==> src/rtl/laser_dot_pattern_gen.sv <==
// Raster test source with a red dot run; LASER_PATTERN_SWEEP_EN steps dot_x on each continuous restart.
// First beat 1 cycle after start; beats hold while out_ready or en is low.
`ifndef PIXEL_SIZE
`define PIXEL_SIZE 24
`endif

module laser_dot_pattern_gen #(
  parameter int PIXEL_SIZE = `PIXEL_SIZE,
  parameter int DIM_W      = 16
) (
  input  logic                  clk,
  input  logic                  reset,
  input  logic                  en,
  input  logic                  start,
  input  logic                  continuous,
  input  logic [DIM_W-1:0]      frame_width,
  input  logic [DIM_W-1:0]      frame_height,
  input  logic [2*DIM_W-1:0]    dot_xy,
  input  logic [DIM_W-1:0]      dot_len,
  input  logic [PIXEL_SIZE-1:0] dot_color,
  input  logic [PIXEL_SIZE-1:0] bg_color,
  input  logic                  out_ready,
  output logic                  out_valid,
  output logic [DIM_W-1:0]      pixel_col,
  output logic [DIM_W-1:0]      pixel_row,
  output logic [PIXEL_SIZE-1:0] data,
  output logic                  sof,
  output logic                  eol,
  output logic                  busy,
  output logic [15:0]           frame_count
);

  typedef enum logic {IDLE, ACTIVE} state_t;

  typedef struct packed {
    logic [DIM_W-1:0]      w;
    logic [DIM_W-1:0]      h;
    logic [DIM_W-1:0]      dot_x;
    logic [DIM_W-1:0]      dot_y;
    logic [DIM_W-1:0]      dot_len;
    logic [PIXEL_SIZE-1:0] dot_color;
    logic [PIXEL_SIZE-1:0] bg_color;
  } cfg_t;

  localparam logic [DIM_W-1:0] ONE = 1;

  state_t                state_q, state_d;
  cfg_t                  cfg_q, cfg_d, cfg_in;
  logic [DIM_W-1:0]      col_q, col_d, row_q, row_d;
  logic [PIXEL_SIZE-1:0] data_q, data_d;
  logic                  sof_q, sof_d, eol_q, eol_d;
  logic [15:0]           fc_q, fc_d;
  logic                  xfer, last, dims_ok, load;
`ifdef LASER_PATTERN_SWEEP_EN
  logic [DIM_W:0]        nx;
`endif

  // Run end is formed one bit wider so a run past the right edge clips instead of wrapping.
  function automatic logic [PIXEL_SIZE-1:0] pixel_of(input logic [DIM_W-1:0] c,
                                                     input logic [DIM_W-1:0] r,
                                                     input cfg_t cf);
    logic [DIM_W:0] run_end;
    run_end = {1'b0, cf.dot_x} + {1'b0, cf.dot_len};
    if (r == cf.dot_y && c >= cf.dot_x && {1'b0, c} < run_end) return cf.dot_color;
    return cf.bg_color;
  endfunction

  assign out_valid   = (state_q == ACTIVE) && en;
  assign busy        = (state_q != IDLE);
  assign pixel_col   = col_q;
  assign pixel_row   = row_q;
  assign data        = data_q;
  assign sof         = sof_q;
  assign eol         = eol_q;
  assign frame_count = fc_q;

  always_comb begin
    state_d = state_q;
    cfg_d   = cfg_q;
    col_d   = col_q;
    row_d   = row_q;
    data_d  = data_q;
    sof_d   = sof_q;
    eol_d   = eol_q;
    fc_d    = fc_q;
    load    = 1'b0;
    xfer    = out_valid && out_ready;
    last    = (col_q == cfg_q.w - ONE) && (row_q == cfg_q.h - ONE);
    dims_ok = (frame_width != '0) && (frame_height != '0);
    cfg_in  = '{w: frame_width, h: frame_height,
                dot_x: dot_xy[2*DIM_W-1:DIM_W], dot_y: dot_xy[DIM_W-1:0],
                dot_len: dot_len, dot_color: dot_color, bg_color: bg_color};
`ifdef LASER_PATTERN_SWEEP_EN
    nx = {1'b0, cfg_q.dot_x} + {1'b0, ONE};
`endif

    case (state_q)
      IDLE: begin
        if (en && start && dims_ok) begin
          state_d = ACTIVE;
          cfg_d   = cfg_in;
          col_d   = '0;
          row_d   = '0;
          load    = 1'b1;
        end
      end
      ACTIVE: begin
        if (xfer) begin
          if (last) begin
            fc_d = fc_q + 16'd1;
            if (continuous && start && dims_ok) begin
              cfg_d = cfg_in;
`ifdef LASER_PATTERN_SWEEP_EN
              cfg_d.dot_x = (nx >= {1'b0, cfg_in.w}) ? '0 : nx[DIM_W-1:0];
`endif
              col_d = '0;
              row_d = '0;
              load  = 1'b1;
            end else begin
              state_d = IDLE;
            end
          end else if (col_q != cfg_q.w - ONE) begin
            col_d = col_q + ONE;
            load  = 1'b1;
          end else begin
            col_d = '0;
            row_d = row_q + ONE;
            load  = 1'b1;
          end
        end
      end
      default: state_d = IDLE;
    endcase

    if (load) begin
      data_d = pixel_of(col_d, row_d, cfg_d);
      sof_d  = (col_d == '0) && (row_d == '0);
      eol_d  = (col_d == cfg_d.w - ONE);
    end
  end

  always_ff @(posedge clk or posedge reset) begin
    if (reset) begin
      state_q <= IDLE;
      cfg_q   <= '0;
      col_q   <= '0;
      row_q   <= '0;
      data_q  <= '0;
      sof_q   <= 1'b0;
      eol_q   <= 1'b0;
      fc_q    <= '0;
    end else begin
      state_q <= state_d;
      cfg_q   <= cfg_d;
      col_q   <= col_d;
      row_q   <= row_d;
      data_q  <= data_d;
      sof_q   <= sof_d;
      eol_q   <= eol_d;
      fc_q    <= fc_d;
    end
  end

endmodule

==> config.mk <==
export PLATFORM = sky130hd
export DESIGN_NAME = laser_dot_pattern_gen
export DESIGN_NICKNAME = d
export VERILOG_FILES = /design/src/rtl/laser_dot_pattern_gen.sv
export SDC_FILE = /design/constraint.sdc
export NUM_CORES = 1
export LEC_CHECK = 0
export CORE_ASPECT_RATIO = 1.1
export CORE_MARGIN = 3
export CORE_UTILIZATION = 45
export DETAILED_ROUTE_END_ITERATION = 6
export PLACE_DENSITY = 0.75
export SLEW_MARGIN = 10
export SYNTH_ARGS = -nofsm -noshare
export SYNTH_HDL_FRONTEND = slang
export SYNTH_SLANG_ARGS = --single-unit
==> constraint.sdc <==
create_clock -name clk -period 12.85 [get_ports clk]
set_input_delay 2.57 -clock clk [delete_from_list [all_inputs] [get_ports clk]]
set_output_delay 2.57 -clock clk [all_outputs]
set_load 0.05 [all_outputs]
==> flow_summary.ini <==
[outcome]
status = complete, no violations

[clocking]
clock_tree_from_tritoncts = done
ctsRootBufferMaster = clkbuf_16
cts_hold_buf = 0
post_cts.resized_instances = 0
cts_sinks = 203
worstSkewPairLatency_ns = 0.50
cts.reportedPaths.clkPinSlew_ns = 0.06
clk_path_buf_depth = 3
cts.repair_timing.setup_buffer_count = 0
cts_made_buffers = 23
h-tree-depth = 1

[worst_setup_path]
timing.critical_path.buf_inv = 2
worst_ep_required_time_ns = 13.20
slowest_stage = nor3b_1
timing.critical_path.to_type = flip-flop
crit_path_frequent_cell = a21oi_1
critPathKind = input port to flip-flop
critical_path_launch_point_type = input port
worst_path_dominant_cell_family = compound AO/OA/AOI/OAI gates
top_fanout_value_on_the_critical_path = 46
cp.arrival_ns = 10.66
cp_slowest_stage_delay_ns = 0.91

[final_layout]
multi_input_area_um2 = 6460
final-seq-area_um2 = 5080
post_route_cells_drive_above_1_share = 0.0500
areaGrowthSynthToFinish_pct = 24.8
filler_cells_inserted = 2358
nets = 1734

[hold_path]
hold_path_class = flip-flop to flip-flop

[drt]
route.antenna.remaining_nets = 0
drt-total-wl_um = 33600
drt_iter0_drc = 884
post_drt_wl_per_cell_um = 17.6
drcViolationCount = 0
routed-via-count = 10600
first_pass_iters = 5
detail_route.vias_per_cell = 5.53

[synthesis]
synthArstFlopShare = 1.00
ys_seq_elements = 203
syn-instance-count = 1366
ys_seq_area_frac = 0.421
yosys.cell_types.count = 84
synth_enable_flop_cells = 0
cell_area_synth_um2 = 12100
syn-mean-instance-area_um2 = 8.83
ys.warnings.count = 0
ys.flop_type = dfrtp_1
mappedNetlistNets = 1554

[pwr]
total_leakage_power_nw = 7.07
finalPower_mw = 2.83
power_density_nw_per_um2 = 188
power.ir.vdd_worst_mv = 0.113

[die]
row_count = 62
die_width_um = 162
initial_utilization = 0.460
floorplan_die_height_um = 178
fp.coreArea_um2 = 26200
num_io_pins = 210
dieArea_um2 = 28800

[global_routing]
grt_first_pass_wirelength_um = 54500
grt_use_total = 0.231
grt_pass1_vias = 10400
gr-total-overflow = 0
antenna_violations_before_repair = 1
grt_start_max_net_pins = 128

[timing]
worst-slew-pin-transition_ns = 1.07
max_freq_mhz = 97.0
final-setup-viol-count = 0
slew_viol_final = 0
finalHoldViolations = 0
rsz0062_at_grt = no
setup_tns_ns = 0
final_worst_path_period_need_ns = 10.31
period_share = 0.803
clock-skew-final_ns = 0.00744
timing.slew.headroom = 0.286

[job]
max_cap_viol_count = 0

[placed_design]
gp_congestion = 0.933
placement.io_buffers = 209
detailed_place_hpwl_um = 24900
-- kinds of logic (layout without fill, tap and decap cells) --
group | Yosys count | after routing | synth area share
and+or+nand+nor | 657 | 657 | 0.247
DFF | 203 | 203 | 0.421
AOI/OAI and AO/OA | 199 | 199 | 0.116
buffers and inverters | 108 | 302 | 0.0434
xor gates and xnor gates | 104 | 104 | 0.0803
adders and majority gates | 54 | 54 | 0.0566
muxes | 41 | 41 | 0.0358
other | 0 | 1 | 0
-- power by group --
group	switching (mW)	internal (mW)
sequential	0.141	0.840
combinational	0.707	0.497
clock	0.260	0.381
total	1.11	1.72
-- state kept, by name, indices dropped and copies added (netlist names) --
signal       flops
busy             1
cfg_q          128
data            24
eol              1
frame_count     16
pixel_col       16
pixel_row       16
sof              1
-- cell type report --
| type | instances | area share |
|---|---|---|
| clock inverter | 9 | 0.00698 |
| timing repair buffer | 217 | 0.143 |
| tap | 352 | 0.0293 |
| antenna | 1 | 0.000166 |
| sequential | 203 | 0.338 |
| multi-input combinational | 1055 | 0.430 |
| clock buffer | 30 | 0.0413 |
| inverter | 46 | 0.0120 |
-- cells in the mapped netlist, drive strengths merged (4+ instances only) --
| cell type | count | share of area |
|---|---|---|
| nand4 | 20 | 0.010 |
| mux2i | 30 | 0.025 |
| clkbuf | 35 | 0.011 |
| buf | 27 | 0.018 |
| or3 | 9 | 0.0051 |
| nand4b | 4 | 0.0029 |
| o21bai | 6 | 0.0037 |
| o31a | 4 | 0.0029 |
| nor3 | 22 | 0.0091 |
| nor3b | 6 | 0.0047 |
| xor2 | 27 | 0.020 |
| o31ai | 12 | 0.0090 |
| o21ai | 60 | 0.025 |
| xnor2 | 73 | 0.053 |
| ha | 53 | 0.055 |
| a21o | 21 | 0.013 |
| or4 | 10 | 0.0062 |
| dfrtp | 203 | 0.42 |
| nor2 | 47 | 0.015 |
| mux2 | 11 | 0.011 |
| o211ai | 11 | 0.0073 |
| nand3 | 39 | 0.016 |
| a211oi | 6 | 0.0041 |
| inv | 45 | 0.014 |
| a21oi | 27 | 0.011 |
| nand2b | 7 | 0.0036 |
| and2 | 6 | 0.0031 |
| o311ai | 5 | 0.0036 |
| nor2b | 6 | 0.0031 |
| and3 | 19 | 0.0099 |
| nand2 | 424 | 0.13 |
| nor4b | 4 | 0.0034 |
| a31oi | 11 | 0.0057 |
| o41ai | 13 | 0.012 |
| nor4 | 16 | 0.0093 |
-- through the flow --
step                worst slack (ns)  instance area [µm²]  instances  utilization  hold WS (ns)
floorplan                       3.43                12100       1366            -         0.433
global placement                2.38                14300       1873        0.546         0.445
detailed placement              2.09                14300       1873        0.546         0.453
CTS                             2.61                15000       1912        0.574         0.465
global route                    1.75                15000       1913        0.574         0.479
finish                          2.54                15000       1913        0.574         0.460
-- worst reg2reg max path, delay by kind of cell, from the launching register on --
family | cells | cell delay, ns
adder cells (fa/ha/maj) | 2 | 0.54
multiplexers | 1 | 0.26
AND/OR/NAND/NOR | 11 | 3.33
XOR/XNOR | 2 | 0.27
flip-flops | 1 | 0.50
AO/OA/AOI/OAI | 16 | 3.89
buffers and inverters | 1 | 0.40
-- path summary, 6_finish.rpt --
path                       slack (ns)           start  cells past startpoint   endpoint
setup / recovery                 2.54  frame_width[3]                     33   data[11]
hold / removal                   0.46       cfg_q[26]                      2  cfg_q[26]
setup reg to reg                 3.51      cfg_q[117]                     33   data[11]
hold reg to reg                  0.46       cfg_q[26]                      2  cfg_q[26]
max in group asynchronous        8.66           reset                      3  cfg_q[78]
min in group asynchronous        2.67           reset                      2  cfg_q[34]
-- cells in the final DEF (no fill, tap or decap), drive strengths merged, types with 12 or more instances in the layout --
cell type      count
nand2            424
clkdlybuf4s50    209
dfrtp            203
xnor2             73
o21ai             60
ha                53
nor2              47
inv               46
nand3             39
mux2i             30
clkbuf            30
a21oi             27
xor2              27
nor3              22
a21o              21
nand4             20
and3              19
nor4              16
o41ai             13
o31ai             12
-- layer usage --
layer	part of all wire	global-route usage
met1	0.42	0.307
met2	0.47	0.390
met3	0.071	0.0343
met4	0.034	0.0754
met5	0	0
No activity file was read; power rests on OpenSTA's default activity.
